$ cat src/rtl/lcd_pkg.sv
// Shared constants, types and helpers for the character-LCD bus capture block.
package lcd_pkg;

    // Panel geometry
    localparam int unsigned LCD_COLS  = 16;
    localparam int unsigned LCD_ROWS  = 2;
    localparam int unsigned LCD_CHARS = LCD_COLS * LCD_ROWS;
    localparam int unsigned LCD_IDX_W = 5;

    // Default fill character (ASCII space)
    localparam logic [7:0] LCD_SPACE = 8'h20;

    // DDRAM line base addresses and the mask selecting the line part of an address
    localparam logic [6:0] LINE1_BASE      = 7'h00;
    localparam logic [6:0] LINE2_BASE      = 7'h40;
    localparam logic [6:0] DDRAM_LINE_MASK = 7'h70;

    // Command classes, identified by the highest set bit of the command byte
    localparam logic [7:0] CMD_CLEAR_MASK   = 8'h01;
    localparam logic [7:0] CMD_HOME_MASK    = 8'h02;
    localparam logic [7:0] CMD_ENTRY_MASK   = 8'h04;
    localparam logic [7:0] CMD_DISPCTL_MASK = 8'h08;
    localparam logic [7:0] CMD_SHIFT_MASK   = 8'h10;
    localparam logic [7:0] CMD_FUNC_MASK    = 8'h20;
    localparam logic [7:0] CMD_CGRAM_MASK   = 8'h40;
    localparam logic [7:0] CMD_DDRAM_MASK   = 8'h80;

    // Bit positions inside the command byte
    localparam int unsigned ENTRY_ID_BIT = 1;
    localparam int unsigned DISP_ON_BIT  = 2;
    localparam int unsigned CUR_ON_BIT   = 1;
    localparam int unsigned BLINK_BIT    = 0;
    localparam int unsigned SHIFT_SC_BIT = 3;
    localparam int unsigned SHIFT_RL_BIT = 2;

    typedef enum logic [3:0] {
        CLS_NONE,
        CLS_CLEAR,
        CLS_HOME,
        CLS_ENTRY,
        CLS_DISPCTL,
        CLS_SHIFT,
        CLS_FUNC,
        CLS_CGRAM,
        CLS_DDRAM
    } cmd_class_t;

    typedef enum logic {
        ST_IDLE,
        ST_CLEAR
    } clr_state_t;

    // Classify a command byte by its highest set bit
    function automatic cmd_class_t cmd_classify(input logic [7:0] d);
        cmd_class_t c;
        if      (|(d & CMD_DDRAM_MASK))   c = CLS_DDRAM;
        else if (|(d & CMD_CGRAM_MASK))   c = CLS_CGRAM;
        else if (|(d & CMD_FUNC_MASK))    c = CLS_FUNC;
        else if (|(d & CMD_SHIFT_MASK))   c = CLS_SHIFT;
        else if (|(d & CMD_DISPCTL_MASK)) c = CLS_DISPCTL;
        else if (|(d & CMD_ENTRY_MASK))   c = CLS_ENTRY;
        else if (|(d & CMD_HOME_MASK))    c = CLS_HOME;
        else if (|(d & CMD_CLEAR_MASK))   c = CLS_CLEAR;
        else                              c = CLS_NONE;
        return c;
    endfunction

    // Step a shadow index by +1/-1; the 5-bit width gives the 31<->0 wrap for free
    function automatic logic [LCD_IDX_W-1:0] idx_step(input logic [LCD_IDX_W-1:0] idx,
                                                     input logic up);
        return up ? idx + 5'd1 : idx - 5'd1;
    endfunction

endpackage

$ cat src/rtl/lcd_strobe_sync.sv
// Synchronizes the LCD bus pins, detects the falling edge of E and presents
// the captured write transfer (reads are filtered out here).
module lcd_strobe_sync #(
    parameter int unsigned SYNC_STAGES = 2
) (
    input  logic       clk,
    input  logic       rst,
    input  logic       lcd_rs,
    input  logic       lcd_rw,
    input  logic       lcd_e,
    input  logic [7:0] lcd_data,
    output logic       xfer_valid,
    output logic       xfer_rs,
    output logic [7:0] xfer_data
);

    logic [SYNC_STAGES-1:0]      r_e_sync;
    logic [SYNC_STAGES-1:0]      r_rs_sync;
    logic [SYNC_STAGES-1:0]      r_rw_sync;
    logic [SYNC_STAGES-1:0][7:0] r_data_sync;
    logic                        r_e_prev;
    logic                        w_e_fall;

    // Synchronizer chains plus one extra E stage for edge detection
    always_ff @(posedge clk or negedge rst) begin
        if (!rst) begin
            r_e_sync    <= '0;
            r_rs_sync   <= '0;
            r_rw_sync   <= '0;
            r_data_sync <= '0;
            r_e_prev    <= 1'b0;
        end else begin
            r_e_sync    <= {r_e_sync[SYNC_STAGES-2:0], lcd_e};
            r_rs_sync   <= {r_rs_sync[SYNC_STAGES-2:0], lcd_rs};
            r_rw_sync   <= {r_rw_sync[SYNC_STAGES-2:0], lcd_rw};
            r_data_sync <= {r_data_sync[SYNC_STAGES-2:0], lcd_data};
            r_e_prev    <= r_e_sync[SYNC_STAGES-1];
        end
    end

    // Falling edge of synchronized E qualifies a write transfer
    always_comb begin
        w_e_fall   = r_e_prev && !r_e_sync[SYNC_STAGES-1];
        xfer_valid = w_e_fall && !r_rw_sync[SYNC_STAGES-1];
        xfer_rs    = r_rs_sync[SYNC_STAGES-1];
        xfer_data  = r_data_sync[SYNC_STAGES-1];
    end

endmodule

$ cat src/rtl/lcd_bus_capture.sv
// Passive HD44780-style bus responder keeping a 2x16 shadow of the display.
module lcd_bus_capture
    import lcd_pkg::*;
#(
    parameter int unsigned SYNC_STAGES = 2,
    parameter logic [7:0]  CLR_CHAR    = LCD_SPACE
) (
    input  logic                 clk,
    input  logic                 rst,
    input  logic                 lcd_rs,
    input  logic                 lcd_rw,
    input  logic                 lcd_e,
    input  logic [7:0]           lcd_data,
    input  logic [LCD_IDX_W-1:0] rd_index,
    output logic [7:0]           rd_char,
    output logic [LCD_IDX_W-1:0] cursor,
    output logic                 disp_on,
    output logic                 cursor_on,
    output logic                 blink_on,
    output logic                 init_done,
    output logic                 busy,
    output logic                 wr_strobe,
    output logic                 err
);

    logic                 w_xfer_valid;
    logic                 w_xfer_rs;
    logic [7:0]           w_xfer_data;

    clr_state_t           r_state;
    clr_state_t           w_state_nxt;
    logic [LCD_IDX_W-1:0] r_clr_idx;
    logic                 w_busy;
    logic                 w_clr_we;
    logic                 w_clr_done;
    logic                 w_exec_en;

    logic                 r_pend_valid;
    logic                 r_pend_rs;
    logic [7:0]           r_pend_data;

    logic                 w_exec_valid;
    logic                 w_exec_rs;
    logic [7:0]           w_exec_data;
    cmd_class_t           w_exec_cls;
    logic                 w_data_wr;
    logic                 w_drop;
    logic [6:0]           w_ddram_addr;

    logic [LCD_IDX_W-1:0] r_cursor;
    logic                 r_id;
    logic                 r_cgram;
    logic                 r_disp_on;
    logic                 r_cursor_on;
    logic                 r_blink_on;
    logic                 r_init_done;
    logic                 r_err;
    logic                 r_wr_strobe;
    logic [7:0]           r_rd_char;
    logic [7:0]           r_ram [LCD_CHARS];

    lcd_strobe_sync #(
        .SYNC_STAGES(SYNC_STAGES)
    ) u_sync (
        .clk       (clk),
        .rst       (rst),
        .lcd_rs    (lcd_rs),
        .lcd_rw    (lcd_rw),
        .lcd_e     (lcd_e),
        .lcd_data  (lcd_data),
        .xfer_valid(w_xfer_valid),
        .xfer_rs   (w_xfer_rs),
        .xfer_data (w_xfer_data)
    );

    // Clear sequencer state register
    always_ff @(posedge clk or negedge rst) begin
        if (!rst) r_state <= ST_IDLE;
        else      r_state <= w_state_nxt;
    end

    // Clear sequencer next state: 32 cycles of CLEAR, one index per cycle
    always_comb begin
        w_state_nxt = r_state;
        case (r_state)
            ST_IDLE:  if (w_exec_valid && !w_exec_rs && w_exec_cls == CLS_CLEAR)
                          w_state_nxt = ST_CLEAR;
            ST_CLEAR: if (r_clr_idx == 5'd31)
                          w_state_nxt = ST_IDLE;
            default:  w_state_nxt = ST_IDLE;
        endcase
    end

    // Clear sequencer outputs
    always_comb begin
        w_busy     = (r_state == ST_CLEAR);
        w_clr_we   = w_busy;
        w_clr_done = w_busy && (r_clr_idx == 5'd31);
        w_exec_en  = (r_state == ST_IDLE);
    end

    // A held transfer takes priority over a fresh one once the Clear is over
    always_comb begin
        w_exec_valid = w_exec_en && (r_pend_valid || w_xfer_valid);
        w_exec_rs    = r_pend_valid ? r_pend_rs   : w_xfer_rs;
        w_exec_data  = r_pend_valid ? r_pend_data : w_xfer_data;
        w_exec_cls   = cmd_classify(w_exec_data);
        w_data_wr    = w_exec_valid && w_exec_rs && !r_cgram;
        w_drop       = w_busy && w_xfer_valid && r_pend_valid;
        w_ddram_addr = w_exec_data[6:0];
    end

    // Pending slot: fills during Clear; refills if a transfer lands while it drains
    always_ff @(posedge clk or negedge rst) begin
        if (!rst) begin
            r_pend_valid <= 1'b0;
            r_pend_rs    <= 1'b0;
            r_pend_data  <= '0;
        end else if (w_busy) begin
            if (w_xfer_valid && !r_pend_valid) begin
                r_pend_valid <= 1'b1;
                r_pend_rs    <= w_xfer_rs;
                r_pend_data  <= w_xfer_data;
            end
        end else if (r_pend_valid) begin
            if (w_xfer_valid) begin
                r_pend_rs   <= w_xfer_rs;
                r_pend_data <= w_xfer_data;
            end else begin
                r_pend_valid <= 1'b0;
            end
        end
    end

    // Decoder: cursor, entry mode, display flags, sticky status
    always_ff @(posedge clk or negedge rst) begin
        if (!rst) begin
            r_clr_idx   <= '0;
            r_cursor    <= '0;
            r_id        <= 1'b1;
            r_cgram     <= 1'b0;
            r_disp_on   <= 1'b0;
            r_cursor_on <= 1'b0;
            r_blink_on  <= 1'b0;
            r_init_done <= 1'b0;
            r_err       <= 1'b0;
            r_wr_strobe <= 1'b0;
        end else begin
            r_wr_strobe <= 1'b0;
            if (w_clr_we) r_clr_idx <= r_clr_idx + 5'd1;
            if (w_clr_done) begin
                r_cursor <= '0;
                r_id     <= 1'b1;
            end
            if (w_drop) r_err <= 1'b1;
            if (w_exec_valid) begin
                if (w_exec_rs) begin
                    if (!r_cgram) begin
                        r_wr_strobe <= 1'b1;
                        r_cursor    <= idx_step(r_cursor, r_id);
                    end
                end else begin
                    case (w_exec_cls)
                        CLS_HOME:    r_cursor <= '0;
                        CLS_ENTRY:   r_id     <= w_exec_data[ENTRY_ID_BIT];
                        CLS_DISPCTL: begin
                            r_disp_on   <= w_exec_data[DISP_ON_BIT];
                            r_cursor_on <= w_exec_data[CUR_ON_BIT];
                            r_blink_on  <= w_exec_data[BLINK_BIT];
                        end
                        CLS_SHIFT:   if (!w_exec_data[SHIFT_SC_BIT])
                                         r_cursor <= idx_step(r_cursor, w_exec_data[SHIFT_RL_BIT]);
                        CLS_FUNC:    r_init_done <= 1'b1;
                        CLS_CGRAM:   r_cgram     <= 1'b1;
                        CLS_DDRAM: begin
                            r_cgram <= 1'b0;
                            if ((w_ddram_addr & DDRAM_LINE_MASK) == LINE1_BASE)
                                r_cursor <= {1'b0, w_ddram_addr[3:0]};
                            else if ((w_ddram_addr & DDRAM_LINE_MASK) == LINE2_BASE)
                                r_cursor <= {1'b1, w_ddram_addr[3:0]};
                            else
                                r_err <= 1'b1;
                        end
                        default: ;
                    endcase
                end
            end
        end
    end

    // Shadow RAM: Clear sweep or data write (never both, states are exclusive)
    always_ff @(posedge clk or negedge rst) begin
        if (!rst) begin
            for (int unsigned i = 0; i < LCD_CHARS; i++) r_ram[i[4:0]] <= CLR_CHAR;
        end else if (w_clr_we) begin
            r_ram[r_clr_idx] <= CLR_CHAR;
        end else if (w_data_wr) begin
            r_ram[r_cursor] <= w_exec_data;
        end
    end

    // Registered read port; a same-cycle write shows up one cycle later
    always_ff @(posedge clk or negedge rst) begin
        if (!rst) r_rd_char <= CLR_CHAR;
        else      r_rd_char <= r_ram[rd_index];
    end

    assign rd_char   = r_rd_char;
    assign cursor    = r_cursor;
    assign disp_on   = r_disp_on;
    assign cursor_on = r_cursor_on;
    assign blink_on  = r_blink_on;
    assign init_done = r_init_done;
    assign busy      = w_busy;
    assign wr_strobe = r_wr_strobe;
    assign err       = r_err;

endmodule
$ cat config.mk
export PLATFORM = sky130hd
export DESIGN_NAME = lcd_bus_capture
export DESIGN_NICKNAME = d
export VERILOG_FILES = /design/src/rtl/lcd_pkg.sv /design/src/rtl/lcd_strobe_sync.sv /design/src/rtl/lcd_bus_capture.sv
export SDC_FILE = /design/constraint.sdc
export NUM_CORES = 1
export LEC_CHECK = 0
export ABC_CLOCK_PERIOD_IN_PS = 3100
export CORE_MARGIN = 5
export CORE_UTILIZATION = 62
export CTS_BUF_LIST = sky130_fd_sc_hd__clkbuf_16
export DETAILED_ROUTE_END_ITERATION = 8
export GPL_ROUTABILITY_DRIVEN = 0
export PLACE_DENSITY = 0.81
export SETUP_SLACK_MARGIN = 0.2
export SLEW_MARGIN = 40
export SYNTH_ARGS = -nofsm -noshare
export SYNTH_HDL_FRONTEND = slang
export SYNTH_SLANG_ARGS = --single-unit
$ cat constraint.sdc
create_clock -name clk -period 3.1 [get_ports clk]
set_clock_uncertainty 0.05 [all_clocks]
set_input_delay 0.465 -clock clk [delete_from_list [all_inputs] [get_ports clk]]
set_output_delay 0.465 -clock clk [all_outputs]
set_load 0.02 [all_outputs]
==> metrics.md, run 1 <==
| Metric | Value |
|---|---|
| Critical path buffers and inverters | 0 |
| Antenna Cells | 0 |
| First-pass GRT wire length | 63700 um |
| Commonest non-fill, non-tap cell in the layout | o21ai_0 |
| Top cell family by delay on the critical path | simple AND/OR/NAND/NOR gates |
| Max_cap viols | 0 |
| CP Capture Type | flip-flop |
| Crit-path cells | nor3b_4 -> o21ai_2 -> nor4b_4 -> nand2_1 -> nand3_1 -> o21ai_0 |
| Synth Cell Area | 0.0147 mm^2 |
| CTS H-tree lvls | 2 |
| Final #Nets | 1346 |
| Clock share of power | 0.409 |
| Area Growth Syn to Fin | 13.2% |
| PD cells | 606 mW/mm^2 |
| Vias | 11368 |
| Gate Count Post-Synth | 1309 |
| Crit path required time | 3430 ps |
| Status | finished, final reports clean |
| CTS tree | built |
| Congestion Overflow GR | 0 |
| Arrival time worst endpoint | 3100 ps |
| Leak | 0.00726 uW |
| Placed Cells | 1599 |
| Antenna-violating nets left | 0 |
| Cell variety after synth | 63 |
| Yosys warns | 0 |
| Clock buffer depth | 3 |
| Row count | 56 |
| Worst setup SP type | flip-flop |
| Psw | 2610 uW |
| EDFF count, synth | 0 |
| Share of cells above drive strength 1 | 0.180 |
| Synthesis-stage register bit count | 316 |
| Final hold violation count | 0 |
| Syn_area_per_cell | 11.2 um^2 |
| Normalized max-slew margin | 0.477 |
| Final TNS setup | 0 ps |
| Top FF cell, synth | dfrtp_1 |
| Most frequent cells in the layout | o21ai_0, dfrtp_1, nand3_1 |
| CTS Sinks | 316 |
| I/O pins | 38 |
| VDD IR-drop max | 0.441 mV |
| Core ar. | 0.0234 mm^2 |
| HPWL after DPL | 25400 um |
| CTS clk-pin slew, worst paths | 60 ps |
| DR pass1 iterations | 6 |
| Critical Path Max Stage Delay | 720 ps |
| Initial antenna violation count | 1 |
| Drt initial violations | 1333 |
| Final worst path period share | 0.894 |
| Crit path max fanout | 16 |
| Levels on crit path | 6 |
| RSZ-0062 raised after global routing | yes |
| Die area | 0.0269 mm^2 |
| Combinational power share | 0.113 |
| Critical path's slowest cell | nor4b_4 |
| Root buffer cell | clkbuf_16 |
| Cts bufs inserted | 36 |
| Port Buf Inserts | 37 |
| Die height | 164 um |
| Sw frac | 0.260 |
| Largest net degree at the start of global routing | 78 |
| Post-Route WL | 39600 um |
| R2R depth | 6 |
| Sequential share of power | 0.478 |
| Hold Crit Class | flip-flop to flip-flop |
| Slew Viols, Final | 0 |
| Final Non-Filler Cells | 1664 |
| Synthesized Nets | 1336 |
| Setup Viol. Count Final | 0 |
| Worst hold stages | 0 |
| Register area share after synthesis | 0.541 |
| Worst-skew pair later-pin latency | 520 ps |
| Routed wire per std cell | 23.8 um |
| Fmax | 0.361 GHz |
| Post-layout min period | 2770 ps |
| All-layer global routing usage | 0.306 |
| Tightest Pin Transition | 782 ps |
| Residual DRC count | 0 |
| Int Pwr | 7450 uW |
| Vias per inst | 6.83 |
| Crit Path Class | flip-flop to flip-flop |
| Initial core utilization | 0.628 |
| Number of global-route vias before repair | 11262 |
| Ys async rst share | 1.00 |
| Die extent in x | 164 um |
[final cells by class]
type | instances | area [um^2]
clock inverter | 27 | 213
inverter | 43 | 161
tap | 319 | 399
sequential | 316 | 7950
multi-input combinational | 854 | 6270
clock buffer | 37 | 926
timing repair buffer | 68 | 703
fill | 1637 | 6780
[power by group through the flow]
| stage | registers, uW | clock network (uW) | logic [uW] |
|---|---|---|---|
| floorplan | 4740 | 0 | 736 |
| global placement | 4830 | 0 | 1070 |
| detailed placement | 4850 | 0 | 1120 |
| CTS | 4790 | 4150 | 1130 |
| global route | 4830 | 4340 | 1250 |
| finish | 4810 | 4120 | 1130 |
[sequential cells by signal, summed over array words and instances (netlist names)]
| signal | count |
|---|---|
| wr_strobe | 1 |
| u_sync.r_e_prev | 1 |
| cursor | 5 |
| u_sync.r_data_sync | 8 |
| u_sync.r_rs_sync | 2 |
| u_sync.xfer_data | 8 |
| busy | 1 |
| r_cgram | 1 |
| init_done | 1 |
| u_sync.r_rw_sync | 2 |
| err | 1 |
| disp_on | 1 |
| r_clr_idx | 5 |
| r_pend_rs | 1 |
| r_pend_valid | 1 |
| r_id | 1 |
| r_pend_data | 8 |
| blink_on | 1 |
| r_ram | 256 |
| u_sync.r_e_sync | 2 |
| rd_char | 8 |
| cursor_on | 1 |
[final timing paths]
check	start	to	slack (ps)
max	u_sync.r_rw_sync[1]	r_ram[65]	330
min	u_sync.r_e_sync[0]	u_sync.r_e_sync[1]	300
max reg2reg	u_sync.r_rw_sync[1]	r_ram[65]	330
min reg2reg	u_sync.r_e_sync[0]	u_sync.r_e_sync[1]	300
max in group asynchronous	rst	rd_char[5]	1570
min in group asynchronous	rst	r_ram[114]	480
[cell families after synthesis]
logic type	after synthesis	synth area share
AOI/OAI and AO/OA	340	0.124
xor gates and xnor gates	6	0.00358
adders and majority gates	10	0.00835
buffers and inverters	139	0.0381
DFF	316	0.541
muxes	117	0.150
and+or+nand+nor	381	0.135
[timing repair]
action	4_1_cts	5_1_grt
endpoints found under the setup margin	0	3
resized for setup	0	1
hold endpoints to repair	63	0
buffers inserted	0	0
hold buffers	1	0
[stage by stage]
step                      cell area [um^2]  setup slack [ps]  utilization  hold WS (ps)  power [uW]
after floorplan                      14700               719            -           119        5470
after CTS                            16600               418        0.710           301       10100
after global placement               15500               456        0.661           284        5900
after detailed placement             15500               436        0.661           287        5970
final                                16600               328        0.710           298       10100
after global routing                 16600               203        0.710           307       10400
[Yosys cell counts (11+ instances only)]
cell type	instances	area share
mux4_2	80	0.12
inv_1	43	0.011
mux2_2	23	0.018
nand2_1	78	0.020
buf_2	11	0.0037
nor2_1	14	0.0036
mux2i_1	12	0.0082
nand3_1	236	0.080
o21ai_0	295	0.10
dfstp_2	34	0.061
dfrtp_1	282	0.48
clkbuf_1	76	0.019
[routing by layer]
layer  GRT usage  wire length, um  vias to the layer above
met2       0.468            18500                      787
met1       0.434            14800                     5602
li1            -                -                     4826
met5           0               14                        -
met3      0.0710             4730                      151
met4       0.118             1610                        2
Power figures use the tool's default switching activity.
==> inputs of run 2 (changes only) <==
--- a/config.mk
+++ b/config.mk
@@ -7,11 +7,11 @@
 export LEC_CHECK = 0
 export ABC_CLOCK_PERIOD_IN_PS = 3100
 export CORE_MARGIN = 5
-export CORE_UTILIZATION = 62
+export CORE_UTILIZATION = 55
 export CTS_BUF_LIST = sky130_fd_sc_hd__clkbuf_16
 export DETAILED_ROUTE_END_ITERATION = 8
 export GPL_ROUTABILITY_DRIVEN = 0
-export PLACE_DENSITY = 0.81
+export PLACE_DENSITY = 0.73
 export SETUP_SLACK_MARGIN = 0.2
 export SLEW_MARGIN = 40
 export SYNTH_ARGS = -nofsm -noshare
==> metrics.md, run 2 (synthesized netlist as in run 1, its figures left out) <==
| Metric | Value |
|---|---|
| Largest net degree at the start of global routing | 67 (-14%) |
| Root buffer cell | clkbuf_16 |
| HPWL after DPL | 24600 um (-3.1%) |
| Max FFs per register | 256 (unchanged) |
| Area Growth Syn to Fin | 13.7% |
| Share of cells above drive strength 1 | 0.181 (+0.00142) |
| I/O pins | 38 (unchanged) |
| Most frequent cells in the layout | o21ai_0, dfrtp_1, nand3_1 |
| Final Non-Filler Cells | 1686 (+1.3%) |
| Fmax | 0.382 GHz (+5.9%) |
| Normalized max-slew margin | 0.433 (-0.0434) |
| Initial core utilization | 0.561 (-0.0672) |
| Port Buf Inserts | 37 (unchanged) |
| Antenna-violating nets left | 0 (unchanged) |
| Drt initial violations | 1150 (-14%) |
| Clock buffer depth | 3 (unchanged) |
| DR pass1 iterations | 5 (-1) |
| CTS Sinks | 316 (unchanged) |
| Die height | 173 um (+5.8%) |
| Worst-skew pair later-pin latency | 520 ps (about the same) |
| Final hold violation count | 0 (unchanged) |
| First-pass GRT wire length | 62100 um (-2.5%) |
| Status | finished, final reports clean |
| Worst setup SP type | flip-flop |
| Routed wire per std cell | 22.4 um (-6.1%) |
| Slew Viols, Final | 0 (unchanged) |
| Congestion Overflow GR | 0 (unchanged) |
| RSZ-0062 raised after global routing | no |
| Arrival time worst endpoint | 2940 ps (-160 ps) |
| PD cells | 603 mW/mm^2 (-0.49%) |
| Most flops, register | r_ram |
| Leak | 0.00732 uW (+0.73%) |
| Sw frac | 0.252 (-0.00735) |
| Int Pwr | 7520 uW (+0.98%) |
| Number of global-route vias before repair | 11112 (-1.3%) |
| Cts bufs inserted | 35 (-2.8%) |
| Tightest Pin Transition | 850 ps (+67.5 ps) |
| Initial antenna violation count | 0 (-1) |
| CTS clk-pin slew, worst paths | 60 ps (about the same) |
| Final TNS setup | 0 ps (unchanged) |
| Combinational power share | 0.113 (about the same) |
| Crit path required time | 3420 ps (about the same) |
| Hold WS | 293 ps (-4.41 ps) |
| Commonest non-fill, non-tap cell in the layout | o21ai_0 |
| Psw | 2540 uW (-2.8%) |
| Vias | 10877 (-4.3%) |
| Crit path max fanout | 16 (unchanged) |
| Final worst path period share | 0.845 (-0.0496) |
| Die area | 0.0301 mm^2 (+12%) |
| Die extent in x | 173 um (+5.8%) |
| Residual DRC count | 0 (unchanged) |
| Core ar. | 0.0262 mm^2 (+12%) |
| Clock share of power | 0.414 (+0.005) |
| Setup repair bufs after CTS | 0 (unchanged) |
| CTS tree | built |
| Max_cap viols | 0 (unchanged) |
| Sequential share of power | 0.473 (-0.005) |
| Dpl ws | 369 ps (-66.2 ps) |
| CP Capture Type | flip-flop |
| Hold Crit Class | flip-flop to flip-flop |
| All-layer global routing usage | 0.256 (-0.0504) |
| Resized cells post-CTS | 0 (unchanged) |
| Crit Path Class | flip-flop to flip-flop |
| Antenna Cells | 0 (unchanged) |
| Row count | 59 (+5.4%) |
| Post-layout min period | 2620 ps (-154 ps) |
| Placed Cells | 1622 (+1.4%) |
| Final #Nets | 1352 (+0.45%) |
| Vias per inst | 6.45 (-5.6%) |
| R2R setup slack | 480 ps (+150 ps) |
| VDD IR-drop max | 0.477 mV (+8.3%) |
| Setup Viol. Count Final | 0 (unchanged) |
| Post-Route WL | 37700 um (-4.9%) |
| CTS H-tree lvls | 2 (unchanged) |
| Min setup slack post-route | 481 ps (+154 ps) |
-- run 2: changes by cell type in the layout (fill, tap and decap cells not counted), moves of 2 or more --
| cell | delta |
|---|---|
| clkinv_4 | -2 |
| buf_4 | +7 |
| clkinv_1 | -2 |
| inv_6 | +2 |
| clkinv_2 | -3 |
| inv_1 | +4 |
-- run 2: power by group through the flow --
stage          Sequential, uW  Combinational [uW]  Clock (uW)
6_report                 4760                1140        4170
3_3_place_gp             4800                1100           0
3_5_place_dp             4810                1130           0
4_1_cts                  4750                1140        4230
5_1_grt                  4790                1270        4410
2_1_floorplan            4740                 736           0
-- run 2: final cells by class --
| class | count | area, um^2 |
|---|---|---|
| fill | 2031 | 9510 |
| clock buffer | 37 | 926 |
| inverter | 43 | 161 |
| multi-input combinational | 854 | 6260 |
| timing repair buffer | 75 | 756 |
| clock inverter | 26 | 224 |
| tap | 335 | 419 |
| sequential | 316 | 7950 |
-- run 2: final timing paths --
kind,from,to,depth (start not counted)
worst min-delay path,u_sync.r_rw_sync[0],u_sync.r_rw_sync[1],0
min in group asynchronous,rst,cursor_on,2
worst max register to register,r_pend_valid,r_ram[86],6
worst min register to register,u_sync.r_rw_sync[0],u_sync.r_rw_sync[1],0
worst max-delay path,r_pend_valid,r_ram[86],6
max in group asynchronous,rst,r_ram[253],3
-- run 2: routing by layer --
metal | wire [um] | global-route usage | vias up
met2 | 17200 | 0.388 | 480
met5 | 0 | 0 | -
li1 | - | - | 4831
met1 | 16200 | 0.369 | 5496
met4 | 1240 | 0.0901 | 0
met3 | 3060 | 0.0563 | 70
-- run 2: repair_timing --
action                                  in CTS  in global routing
endpoints found under the setup margin       0                  0
hold buffers                                 1                  0
endpoints found under the hold margin       58                  0
-- run 2: through the flow --
| stage | power [uW] | cell area, um^2 | util |
|---|---|---|---|
| 2_1_floorplan | 5470 | 14700 | - |
| 3_3_place_gp | 5890 | 15500 | 0.593 |
| 3_5_place_dp | 5940 | 15500 | 0.593 |
| 4_1_cts | 10100 | 16700 | 0.637 |
| 5_1_grt | 10500 | 16700 | 0.637 |
| 6_report | 10100 | 16700 | 0.637 |
-- run 2: worst max-delay path: stages (launching register included) --
cell and delay [ps]:
dfrtp_1 680, o21ai_2 370, nor4b_4 500, buf_4 230, nand2_1 340, nand3_1 220, o21ai_0 100
